File: config.mk
export PLATFORM = sky130hd
export DESIGN_NAME = uart_rx_fifo
export DESIGN_NICKNAME = d
export VERILOG_FILES = /design/src/rtl/uart_pkg.sv /design/src/rtl/sync_fifo.sv /design/src/rtl/uart_rx_fifo.sv
export SDC_FILE = /design/constraint.sdc
export NUM_CORES = 1
export LEC_CHECK = 0
export ABC_CLOCK_PERIOD_IN_PS = 2850
export CAP_MARGIN = 20
export CORE_MARGIN = 8
export CORE_UTILIZATION = 30
export DETAILED_ROUTE_END_ITERATION = 8
export DONT_BUFFER_PORTS = 1
export PLACE_DENSITY_LB_ADDON = 0.12
export SLEW_MARGIN = 20
export SYNTH_ARGS = -nofsm -noshare
export SYNTH_HDL_FRONTEND = slang
export SYNTH_HIERARCHICAL = 1
export SYNTH_SLANG_ARGS = --single-unit
export TNS_END_PERCENT = 50
File: constraint.sdc
create_clock -name clk -period 2.85 [get_ports clk]
set_clock_uncertainty 0.05 [all_clocks]
set_input_delay 0.285 -clock clk [delete_from_list [all_inputs] [get_ports clk]]
set_output_delay 0.285 -clock clk [all_outputs]
set_load 0.03 [all_outputs]
File: src/rtl/uart_pkg.sv
// Shared definitions for the UART receive path: receiver states, oversampling
// ratio and the baud divider calculation.
package uart_pkg;

  localparam int OVERSAMPLE = 16;

  typedef enum logic [1:0] {
    IDLE,
    START,
    DATA,
    STOP
  } rx_state_t;

  // Rounded clocks-per-oversample-tick, integer arithmetic only.
  function automatic int calc_div(input int clk_freq, input int baud);
    return (clk_freq + (OVERSAMPLE * baud) / 2) / (OVERSAMPLE * baud);
  endfunction

endpackage

File: src/rtl/sync_fifo.sv
// First-word-fall-through byte FIFO. A push into a full FIFO is dropped and
// flagged unless a pop in the same cycle frees the slot.
module sync_fifo #(
  parameter int DEPTH = 8,
  parameter int WIDTH = 8
) (
  input  logic                     clk,
  input  logic                     reset_n,
  input  logic                     push,
  input  logic [WIDTH-1:0]         push_data,
  input  logic                     pop,
  output logic [WIDTH-1:0]         head_data,
  output logic                     not_empty,
  output logic                     overrun,
  output logic [$clog2(DEPTH):0]   count
);

  localparam int AW = $clog2(DEPTH);

  logic [WIDTH-1:0] mem_q [DEPTH];
  logic [WIDTH-1:0] mem_d [DEPTH];
  logic [AW-1:0]    wr_ptr_q, wr_ptr_d;
  logic [AW-1:0]    rd_ptr_q, rd_ptr_d;
  logic [AW:0]      count_q, count_d;
  logic             overrun_q, overrun_d;
  logic             empty, full, do_push, do_pop;

  assign empty   = (count_q == '0);
  assign full    = (count_q == (AW+1)'(DEPTH));
  assign do_pop  = pop && !empty;
  assign do_push = push && (!full || do_pop);

  always_comb begin
    mem_d     = mem_q;
    wr_ptr_d  = wr_ptr_q;
    rd_ptr_d  = rd_ptr_q;
    count_d   = count_q;
    overrun_d = push && !do_push;
    if (do_push) begin
      mem_d[wr_ptr_q] = push_data;
      wr_ptr_d        = wr_ptr_q + 1'b1;
    end
    if (do_pop) begin
      rd_ptr_d = rd_ptr_q + 1'b1;
    end
    case ({do_push, do_pop})
      2'b10:   count_d = count_q + 1'b1;
      2'b01:   count_d = count_q - 1'b1;
      default: count_d = count_q;
    endcase
  end

  always_ff @(posedge clk) begin
    if (!reset_n) begin
      wr_ptr_q  <= '0;
      rd_ptr_q  <= '0;
      count_q   <= '0;
      overrun_q <= 1'b0;
    end else begin
      wr_ptr_q  <= wr_ptr_d;
      rd_ptr_q  <= rd_ptr_d;
      count_q   <= count_d;
      overrun_q <= overrun_d;
    end
  end

  // Storage needs no reset; the head output is forced to zero while empty.
  always_ff @(posedge clk) begin
    mem_q <= mem_d;
  end

  assign head_data = empty ? '0 : mem_q[rd_ptr_q];
  assign not_empty = !empty;
  assign overrun   = overrun_q;
  assign count     = count_q;

endmodule

File: src/rtl/uart_rx_fifo.sv
// 8N1 UART receiver with 16x oversampling feeding a byte FIFO; reports bad
// stop bits and bytes lost to a full FIFO as single-cycle pulses.
module uart_rx_fifo
  import uart_pkg::*;
#(
  parameter int CLK_FREQ = 50000000,
  parameter int BAUD     = 115200,
  parameter int DEPTH    = 8
) (
  input  logic                   clk,
  input  logic                   reset_n,
  input  logic                   rxd,
  output logic [7:0]             m_data,
  output logic                   m_valid,
  input  logic                   m_ready,
  output logic                   frame_err,
  output logic                   overrun,
  output logic [$clog2(DEPTH):0] count
);

  localparam int DIV  = calc_div(CLK_FREQ, BAUD);
  localparam int TW   = $clog2(DIV + 1);
  localparam int OS_W = $clog2(OVERSAMPLE);

  logic            rxd_meta_q, rxd_sync_q;
  logic [TW-1:0]   tick_cnt_q, tick_cnt_d;
  logic [OS_W-1:0] os_cnt_q, os_cnt_d;
  logic [2:0]      bit_cnt_q, bit_cnt_d;
  logic [7:0]      shift_q, shift_d;
  rx_state_t       state_q, state_d;
  logic            brk_q, brk_d;
  logic            frame_err_q, frame_err_d;
  logic            tick, push;

  assign tick = (tick_cnt_q == TW'(DIV - 1));

  always_comb begin
    state_d     = state_q;
    tick_cnt_d  = tick ? '0 : tick_cnt_q + 1'b1;
    os_cnt_d    = tick ? os_cnt_q + 1'b1 : os_cnt_q;
    bit_cnt_d   = bit_cnt_q;
    shift_d     = shift_q;
    brk_d       = brk_q;
    frame_err_d = 1'b0;
    push        = 1'b0;
    case (state_q)
      IDLE: begin
        os_cnt_d = '0;
        if (!rxd_sync_q) begin
          state_d    = START;
          tick_cnt_d = '0;
        end
      end
      START: begin
        if (tick && os_cnt_q == OS_W'(OVERSAMPLE / 2 - 1)) begin
          os_cnt_d  = '0;
          bit_cnt_d = '0;
          state_d   = rxd_sync_q ? IDLE : DATA;
        end
      end
      DATA: begin
        if (tick && os_cnt_q == OS_W'(OVERSAMPLE - 1)) begin
          shift_d   = {rxd_sync_q, shift_q[7:1]};
          bit_cnt_d = bit_cnt_q + 1'b1;
          if (bit_cnt_q == 3'd7) begin
            state_d = STOP;
          end
        end
      end
      STOP: begin
        // After a bad stop bit, a held-low line is a break: wait for idle.
        if (brk_q) begin
          if (rxd_sync_q) begin
            brk_d   = 1'b0;
            state_d = IDLE;
          end
        end else if (tick && os_cnt_q == OS_W'(OVERSAMPLE - 1)) begin
          if (rxd_sync_q) begin
            push    = 1'b1;
            state_d = IDLE;
          end else begin
            frame_err_d = 1'b1;
            brk_d       = 1'b1;
          end
        end
      end
      default: state_d = IDLE;
    endcase
  end

  always_ff @(posedge clk) begin
    if (!reset_n) begin
      rxd_meta_q  <= 1'b1;
      rxd_sync_q  <= 1'b1;
      tick_cnt_q  <= '0;
      os_cnt_q    <= '0;
      bit_cnt_q   <= '0;
      shift_q     <= '0;
      state_q     <= IDLE;
      brk_q       <= 1'b0;
      frame_err_q <= 1'b0;
    end else begin
      rxd_meta_q  <= rxd;
      rxd_sync_q  <= rxd_meta_q;
      tick_cnt_q  <= tick_cnt_d;
      os_cnt_q    <= os_cnt_d;
      bit_cnt_q   <= bit_cnt_d;
      shift_q     <= shift_d;
      state_q     <= state_d;
      brk_q       <= brk_d;
      frame_err_q <= frame_err_d;
    end
  end

  assign frame_err = frame_err_q;

  sync_fifo #(
    .DEPTH(DEPTH),
    .WIDTH(8)
  ) u_fifo (
    .clk       (clk),
    .reset_n   (reset_n),
    .push      (push),
    .push_data (shift_q),
    .pop       (m_valid && m_ready),
    .head_data (m_data),
    .not_empty (m_valid),
    .overrun   (overrun),
    .count     (count)
  );

endmodule

==> results_dict.tcl, run 1 <==
set metrics [dict create \
    path_class "reg -> reg" \
    cp.arrival_ns 2.96 \
    chipHeight_microns 136 \
    ant_nets 0 \
    highest_layer "met4" \
    clockBufferDepth 2 \
    power_frac_comb_pct 2.8 \
    wl_met1_mm 4.28 \
    cts_sinks 101 \
    clk_pin_slew_ns 0.07 \
    synth_seq_cells 101 \
    fin_nets 349 \
    cpMostUsedCell "xor2_1" \
    worstSkewPairLatency_ns 0.35 \
    synth-edff-count 64 \
    fillers 1382 \
    antenna_found_initial 0 \
    synth_fp_nets 320 \
    r2r_cells 13 \
    drc 0 \
    drive_gt1_share_pct 23.5 \
    yosysUniqueCellTypes 53 \
    fin_ws_ns 0.107 \
    die_w_microns 136 \
    hold_viol 0 \
    cts_tree "built" \
    ff_latch_area_sq_um 2670 \
    io_pins 19 \
    grt_max_degree 34 \
    setup_viol 0 \
    total_power_mw 2.88 \
    p_seq_share_pct 53.8 \
    diodes 0 \
    overflow 0 \
    track_usage_pct 10.3 \
    p_int_mw 2.27 \
    ys.flop_type "edfxtp_1" \
    final_core_util_pct 35.5 \
    startpoint_type "register" \
    first_global_vias 2515 \
    final_cell_mix "edfxtp_1, dfxtp_1, buf_4" \
    grt_first_pass_wirelength_mm 14.2 \
    fin_crit_sh_pct 96.3 \
    numCtsBuffers 9 \
    rows 44 \
    ys_warn_count 6 \
    cp_slowest_cell "or3_4" \
    setup-tns-final_ns 0 \
    wl_mm 8.73 \
    cts_root_buffer "clkbuf_16" \
    synthCells 306 \
    leakagePower_nw 1.85 \
    hpwl_mm 5.69 \
    clkPwrFrac_pct 43.4 \
    multiInputGateArea_sq_um 1600 \
    ir_worst_vdd_uv 235 \
    fmax_mhz 364 \
    drt_iter0_drc 89 \
    area_growth_pct 17.8 \
    hold_path_depth 1 \
    worstPathRequired_ns 3.07 \
    wl_per_cell_microns 16.7 \
    fin_crit_ns 2.74 \
    path_cells "or3_4 > nor2_8 > inv_6 > and2_4 > or2b_1 > o21ai_4 > ha_4 > xor2_1 > ha_2 > a21oi_1 > xor2_1 > or3_1 > a21boi_1" \
    rsz0062_at_grt "true" \
    start_util_pct 30.2 \
    reg2reg_slack_ns 0.11 \
    finalInstanceArea_sq_um 5090 \
    portBuffers 0 \
    drv_cap 0 \
    die_area_sq_um 18500 \
    critPathMaxStageDelay_ns 0.42 \
    pre_cts_ws_ns 0.00561 \
    min_path_type "in -> reg" \
    worstPathMaxFanout 3 \
    swShare_pct 21.2 \
    placed_area_sq_um 4740 \
    route.met2.wl_mm 4.12 \
    cellPowerDensity_nw_per_um2 566 \
    coreArea_sq_um 14300 \
    drt_pass1_iterations 4 \
    netSwitchingPower_mw 0.610 \
    ys_seq_area_share_pct 61.6 \
    status "finished clean" \
    gp_congestion 0.676 \
    worst_pin_slew_ns 0.955 \
    via_per_inst 4.59 \
    ys_async_sr_fraction_pct 0 \
    finalMaxSlewViolations 0 \
    htree_levels 3 \
    synth_area_sq_um 4320 \
    avgSynthCellArea_sq_um 14.1 \
    final_common_cell "edfxtp_1" \
    slew_headroom_pct 36.1 \
    vias 2406 \
    cp-end-kind "register" \
    wl_met3_microns 237 \
]
registers in the layout, summed over array words and instances (netlist names), 3 cells and up, named ones only:
register	count
os_cnt_q	4
u_fifo/mem_q	64
shift_q	8
tick_cnt_q	5
u_fifo/wr_ptr_q	3
bit_cnt_q	3
u_fifo/count	4
u_fifo/rd_ptr_q	3
through the flow:
step | hold WS [ns] | cells
after CTS | 0.00243 | 523
final | 0.0212 | 524
after detailed placement | 0.320 | 504
after global placement | 0.314 | 504
after global routing | 0.00976 | 524
after floorplan | 0.336 | 306
worst max-delay path, delay by kind of cell, from the launching register on:
family / cells / cell delay [ns]
xor+xnor: 2 / 0.30
simple gates: 5 / 1.24
buf+inv: 1 / 0.03
fa+ha+maj: 2 / 0.35
flops: 1 / 0.34
compound gates: 3 / 0.36
area by class of cell:
class / instances / area share (%)
sequential: 101 / 52.5
multi-input combinational: 183 / 31.4
timing repair buffer: 32 / 4.87
tap: 184 / 4.53
clock buffer: 9 / 4.43
clock inverter: 7 / 1.57
inverter: 8 / 0.689
Yosys cell counts, types with 2 or more instances:
cell type / n / area share [%]
and2_1: 6 / 0.87
mux4_2: 16 / 8.3
nor2b_1: 6 / 0.87
mux2i_1: 22 / 5.1
xor2_1: 4 / 0.81
ha_1: 10 / 2.9
buf_1: 2 / 0.17
a21oi_1: 3 / 0.35
a21boi_0: 4 / 0.70
nand3_1: 10 / 1.2
edfxtp_1: 64 / 44
xnor2_1: 7 / 1.4
dfxtp_1: 37 / 17
or3_1: 4 / 0.58
nand3b_1: 2 / 0.35
nand2_1: 22 / 1.9
clkbuf_1: 5 / 0.43
inv_1: 6 / 0.52
nor4_1: 2 / 0.29
inv_2: 2 / 0.17
a31oi_1: 2 / 0.29
nor2_1: 18 / 1.6
o21ai_0: 6 / 0.70
nand2b_1: 6 / 0.87
buf_2: 5 / 0.58
o211ai_1: 3 / 0.52
nor3_1: 6 / 0.70
per-layer routing:
metal  vias to the layer above  track usage [%]
li1                       1202                -
met1                      1184             13.3
met2                        16             16.0
met3                         4             2.85
met4                         0             4.39
met5                         -                0
power by group through the flow:
stage	logic, mW	clock network [mW]	registers, mW
floorplan	0.0601	0	1.59
global placement	0.0766	0	1.58
detailed placement	0.0747	0	1.58
CTS	0.0808	1.30	1.55
global route	0.0891	1.36	1.55
finish	0.0803	1.25	1.55
cells by family (layout without fill, tap and decap cells):
kind of cell | count (synthesis) | in the layout | share of synthesized area, %
AOI/OAI and AO/OA | 29 | 29 | 4.98
and+or+nand+nor | 95 | 95 | 12.5
DFF | 101 | 101 | 61.6
adders and majority gates | 10 | 10 | 2.90
buffers and inverters | 22 | 56 | 2.32
xor gates and xnor gates | 11 | 11 | 2.23
muxes | 38 | 38 | 13.4
path summary, 6_finish.rpt:
| check | startpoint | endpoint |
|---|---|---|
| max | u_fifo/count[2] | u_fifo/count[2] |
| min | reset_n | u_fifo/wr_ptr_q[0] |
| max reg2reg | u_fifo/count[2] | u_fifo/count[2] |
| min reg2reg | rxd_meta_q | rxd_sync_q |
what timing repair did:
item	4_1_cts	5_1_grt
endpoints found under the setup margin	1	17
gates resized for setup	1	0
hold endpoints to repair	6	0
pin swaps	0	2
setup buffers	0	1
hold buffers	3	0
No activity file was read; power rests on OpenSTA's default activity.
==> run 2, diff against run 1 <==
--- a/config.mk
+++ b/config.mk
@@ -8,7 +8,7 @@
 export ABC_CLOCK_PERIOD_IN_PS = 2850
 export CAP_MARGIN = 20
 export CORE_MARGIN = 8
-export CORE_UTILIZATION = 30
+export CORE_UTILIZATION = 45
 export DETAILED_ROUTE_END_ITERATION = 8
 export DONT_BUFFER_PORTS = 1
 export PLACE_DENSITY_LB_ADDON = 0.12
==> run 2 against run 1 <==
Compared with the run above: clock power is 33% lower; fmax is 0.41% lower; highest routed layer unchanged; power is 14% lower; largest cell class unchanged.
==> results_dict.tcl, run 2 (synthesis gave the netlist of run 1 again) <==
set metrics [dict create \
    worstPathRequired_ns 3.09 \
    track_usage_pct 12.7 \
    die_w_microns 114 \
    leakagePower_nw 1.75 \
    htree_levels 3 \
    hold_slack_ns 0.0285 \
    holdPathEnd "u_fifo/rd_ptr_q[1]" \
    cp.arrival_ns 2.99 \
    worst_pin_slew_ns 0.853 \
    finalInstanceArea_sq_um 4850 \
    numCtsBuffers 9 \
    total_power_mw 2.47 \
    fmax_mhz 363 \
    fin_crit_ns 2.75 \
    fin_crit_sh_pct 96.7 \
    rows 35 \
    reg2reg_slack_ns 0.1 \
    chipHeight_microns 114 \
    cts_root_buffer "clkbuf_8" \
    path_class "reg -> reg" \
    min_from "reset_n" \
    grt_max_degree 27 \
    cellPowerDensity_nw_per_um2 509 \
    antenna_found_initial 0 \
    wl_mm 7.68 \
    wl_per_cell_microns 16.6 \
    cts_tree "built" \
    via_per_inst 5.23 \
    startpoint_type "register" \
    clockBufferDepth 2 \
    setup_viol 0 \
    drive_gt1_share_pct 22.5 \
    r2r_start "u_fifo/count[2]" \
    largest_register_ffs 64 \
    placed_area_sq_um 4620 \
    final_common_cell "edfxtp_1" \
    pre_cts_ws_ns -0.00408 \
    coreArea_sq_um 9280 \
    fin_ws_ns 0.0953 \
    drv_cap 0 \
    final_cell_mix "edfxtp_1, dfxtp_1, buf_4" \
    gp_congestion 0.724 \
    timing.rr.end "u_fifo/count[2]" \
    drc 0 \
    slew_headroom_pct 42.9 \
    vias 2421 \
    worstSkewPairLatency_ns 0.35 \
    die_area_sq_um 13000 \
    clk_pin_slew_ns 0.10 \
    rsz0062_at_grt "true" \
    grt_first_pass_wirelength_mm 12.8 \
    worstPathMaxFanout 3 \
    cp-end-kind "register" \
    top_regs "u_fifo/mem_q: 64 flops, shift_q: 8 flops, tick_cnt_q: 5 flops" \
    final_core_util_pct 52.3 \
    status "finished clean" \
    hold_path_depth 1 \
    ant_nets 0 \
    ir_worst_vdd_uv 210 \
    area_growth_pct 12.3 \
    r2r_cells 13 \
    finalMaxSlewViolations 0 \
    regMostFlops "u_fifo/mem_q" \
    fin_nets 343 \
    io_pins 19 \
    drt_pass1_iterations 5 \
    min_path_type "in -> reg" \
    hold_viol 0 \
    first_global_vias 2485 \
    overflow 0 \
    hpwl_mm 4.97 \
    drt_iter0_drc 67 \
    cts_sinks 101 \
    start_util_pct 46.5 \
    portBuffers 0 \
    diodes 0 \
]
==> run 2: changes by cell type in the layout (fill, tap and decap cells not counted), sizes merged <==
| cell | previous run | this run |
|---|---|---|
| clkbuf | 9 | 10 |
| clkinv | 3 | 1 |
| inv | 11 | 12 |
| buf | 29 | 23 |
| bufinv | 1 | 0 |
| clkinvlp | 0 | 1 |
==> run 2: repair_timing <==
action                     in CTS  in global routing
pin swaps                       0                  3
buffers inserted                0                  1
gates resized for setup         1                  2
hold endpoints to repair       13                  1
setup endpoints to repair       2                  2
hold buffers                    2                  1
==> run 2: report_power, final <==
group | total (mW) | switching [mW] | internal (mW)
combinational | 0.0807 | 0.0460 | 0.0347
sequential | 1.55 | 0.00753 | 1.54
clock | 0.837 | 0.505 | 0.333
total | 2.47 | 0.558 | 1.91
==> run 2: how the worst max path moves through the flow <==
stage / depth (start not counted) / start / end / slack (ns)
finish: 13 / u_fifo/count[2] / u_fifo/count[2] / 0.1
floorplan: 14 / u_fifo/count[2] / u_fifo/count[2] / -0.25
CTS: 13 / u_fifo/count[2] / u_fifo/count[2] / 0.03
detailed placement: 13 / u_fifo/count[2] / u_fifo/count[2] / -0.004
global route: 13 / u_fifo/count[2] / u_fifo/count[2] / -0.06
global placement: 13 / u_fifo/count[2] / u_fifo/count[2] / 0.03
==> run 2: through the flow <==
step | cells | TNS (ns)
2_1_floorplan | 306 | -1.91
3_3_place_gp | 443 | 0
3_5_place_dp | 443 | -0.00408
4_1_cts | 461 | 0
5_1_grt | 463 | -0.0554
6_report | 463 | 0
==> run 2: worst max-delay path, stage by stage (launching register included) <==
cell      delay (ns)
dfxtp_4         0.35
or3_4           0.42
nor2_8          0.12
inv_6           0.03
and2_4          0.14
or2b_1          0.26
o21ai_4         0.20
ha_4            0.17
xor2_2          0.13
ha_2            0.19
a21oi_2         0.04
xor2_1          0.14
or3_1           0.31
a21boi_1        0.14
==> run 2: final cells by class <==
type	count	area, sq um
Clock buffer	10	128
Timing Repair Buffer	26	203
Clock inverter	6	51.3
Sequential cell	101	2670
Inverter	8	35.0
Tap cell	129	161
Multi-Input combinational cell	183	1600
Fill cell	824	4430
==> run 2: metal layers <==
metal	GRT usage (%)	part of all wire (%)
met5	0	0
met4	4.79	0.85
met3	2.75	4.4
met2	21.2	49
met1	15.9	45
==> run 3, diff against run 2 <==
==> constraint.sdc (replaced) <==
create_clock -name clk -period 2.85 [get_ports clk]
set_clock_uncertainty 0.05 [all_clocks]
set_input_delay 0.1425 -clock clk [delete_from_list [all_inputs] [get_ports clk]]
set_output_delay 0.1425 -clock clk [all_outputs]
set_load 0.03 [all_outputs]
==> run 3 against run 2 <==
Compared with the run above: worst hold slack better by 0.093 ns; power rose by 0.24%; sequential power about the same; final cell count unchanged; routed wire length fell by 0.68%; die area stayed put; count of clock-buffer cells in the layout stayed put; largest cell class unchanged; via count is 0.17% lower; critical endpoint unchanged; fmax is essentially flat.
==> results_dict.tcl, run 3 (synthesis gave the netlist of run 1 again) <==
set metrics [dict create \
    cellPowerDensity_nw_per_um2 509 \
    setup_viol 0 \
    finalMaxSlewViolations 0 \
    regMostFlops "u_fifo/mem_q" \
    cp-end-kind "register" \
    wl_per_cell_microns 16.5 \
    placed_area_sq_um 4620 \
    vias 2417 \
    via_per_inst 5.22 \
    io_pins 19 \
    worstPathRequired_ns 3.08 \
    first_global_vias 2492 \
    dp.cells 443 \
    die_w_microns 114 \
    clockBufferDepth 2 \
    fmax_mhz 363 \
    coreArea_sq_um 9280 \
    ant_nets 0 \
    drive_gt1_share_pct 22.8 \
    numCtsBuffers 9 \
    fin_crit_sh_pct 96.6 \
    fin_ws_ns 0.0959 \
    path_class "reg -> reg" \
    drc 0 \
    die_area_sq_um 13000 \
    cts_root_buffer "clkbuf_8" \
    hold_viol 0 \
    min_path_type "in -> reg" \
    drt_iter0_drc 92 \
    worstPathMaxFanout 3 \
    worst_pin_slew_ns 0.865 \
    worstSkewPairLatency_ns 0.35 \
    gp_congestion 0.724 \
    leakagePower_nw 1.76 \
    fin_nets 343 \
    chipHeight_microns 114 \
    total_power_mw 2.47 \
    grt_first_pass_wirelength_mm 12.8 \
    cts_tree "built" \
    top_regs "u_fifo/mem_q: 64 flops, shift_q: 8 flops, tick_cnt_q: 5 flops" \
    largest_register_ffs 64 \
    htree_levels 3 \
    clk_pin_slew_ns 0.10 \
    final_common_cell "edfxtp_1" \
    final_core_util_pct 52.4 \
    rows 35 \
    finalInstanceArea_sq_um 4860 \
    slew_headroom_pct 42.1 \
    antenna_found_initial 0 \
    cp.arrival_ns 2.99 \
    wl_mm 7.63 \
    instances_no_fill 463 \
    fin_crit_ns 2.75 \
    hold_slack_ns 0.121 \
    setup-tns-final_ns 0 \
    startpoint_type "register" \
    ir_worst_vdd_uv 209 \
    drv_cap 0 \
    diodes 0 \
    pre_cts_ws_ns -0.00408 \
    start_util_pct 46.5 \
    area_growth_pct 12.6 \
    cts_sinks 101 \
    hpwl_mm 4.97 \
    final_cell_mix "edfxtp_1, dfxtp_1, buf_4" \
    track_usage_pct 12.7 \
    rsz0062_at_grt "true" \
    overflow 0 \
    grt_max_degree 38 \
    portBuffers 0 \
    status "finished clean" \
    drt_pass1_iterations 4 \
]
## run 3: cell count changes in the layout (fill, tap and decap cells not counted)
cell | previous run | this run
buf_12 | 0 | 1
dlygate4sd3_1 | 3 | 2
## run 3: timing repair
item,CTS,global route
hold buffers,3,0
setup endpoints to repair,2,2
pin swaps,0,3
resized for setup,1,2
endpoints found under the hold margin,32,0
setup buffers,0,1
## run 3: final timing paths
check             startpoint            endpoint  slack [ns]  cells past startpoint
max          u_fifo/count[2]     u_fifo/count[2]         0.1                     13
min                  m_ready  u_fifo/rd_ptr_q[1]        0.12                      4
max reg2reg  u_fifo/count[2]     u_fifo/count[2]         0.1                     13
min reg2reg       rxd_meta_q          rxd_sync_q        0.39                      1
## run 3: final cells by class
| class | instances | area [sq um] |
|---|---|---|
| timing repair buffer | 26 | 213 |
| sequential | 101 | 2670 |
| fill | 823 | 4420 |
| multi-input combinational | 183 | 1600 |
| inverter | 8 | 35.0 |
| clock inverter | 6 | 51.3 |
| clock buffer | 10 | 128 |
| tap | 129 | 161 |
## run 3: layer usage
metal	up-vias	global-route usage (%)	wire length (microns)
met5	-	0	0
met4	0	4.79	65
met3	4	2.75	348
met2	38	21.0	3690
met1	1196	15.8	3520
li1	1179	-	-
## run 3: critical path, stage by stage, from the launching register on
cell and delay, ns:
dfxtp_4 0.35, or3_4 0.42, nor2_8 0.12, inv_6 0.03, and2_4 0.14, or2b_1 0.26, o21ai_4 0.20, ha_4 0.17
xor2_2 0.13, ha_2 0.19, a21oi_2 0.04, xor2_1 0.15, or3_1 0.31, a21boi_1 0.14
## run 3: power breakdown
part           leakage, nW  internal, mW  switching (mW)  total [mW]
Combinational        0.622        0.0364          0.0521      0.0885
Clock               0.0883         0.333           0.503       0.835
Sequential            1.05          1.54         0.00754        1.55
Total                 1.76          1.91           0.562        2.47
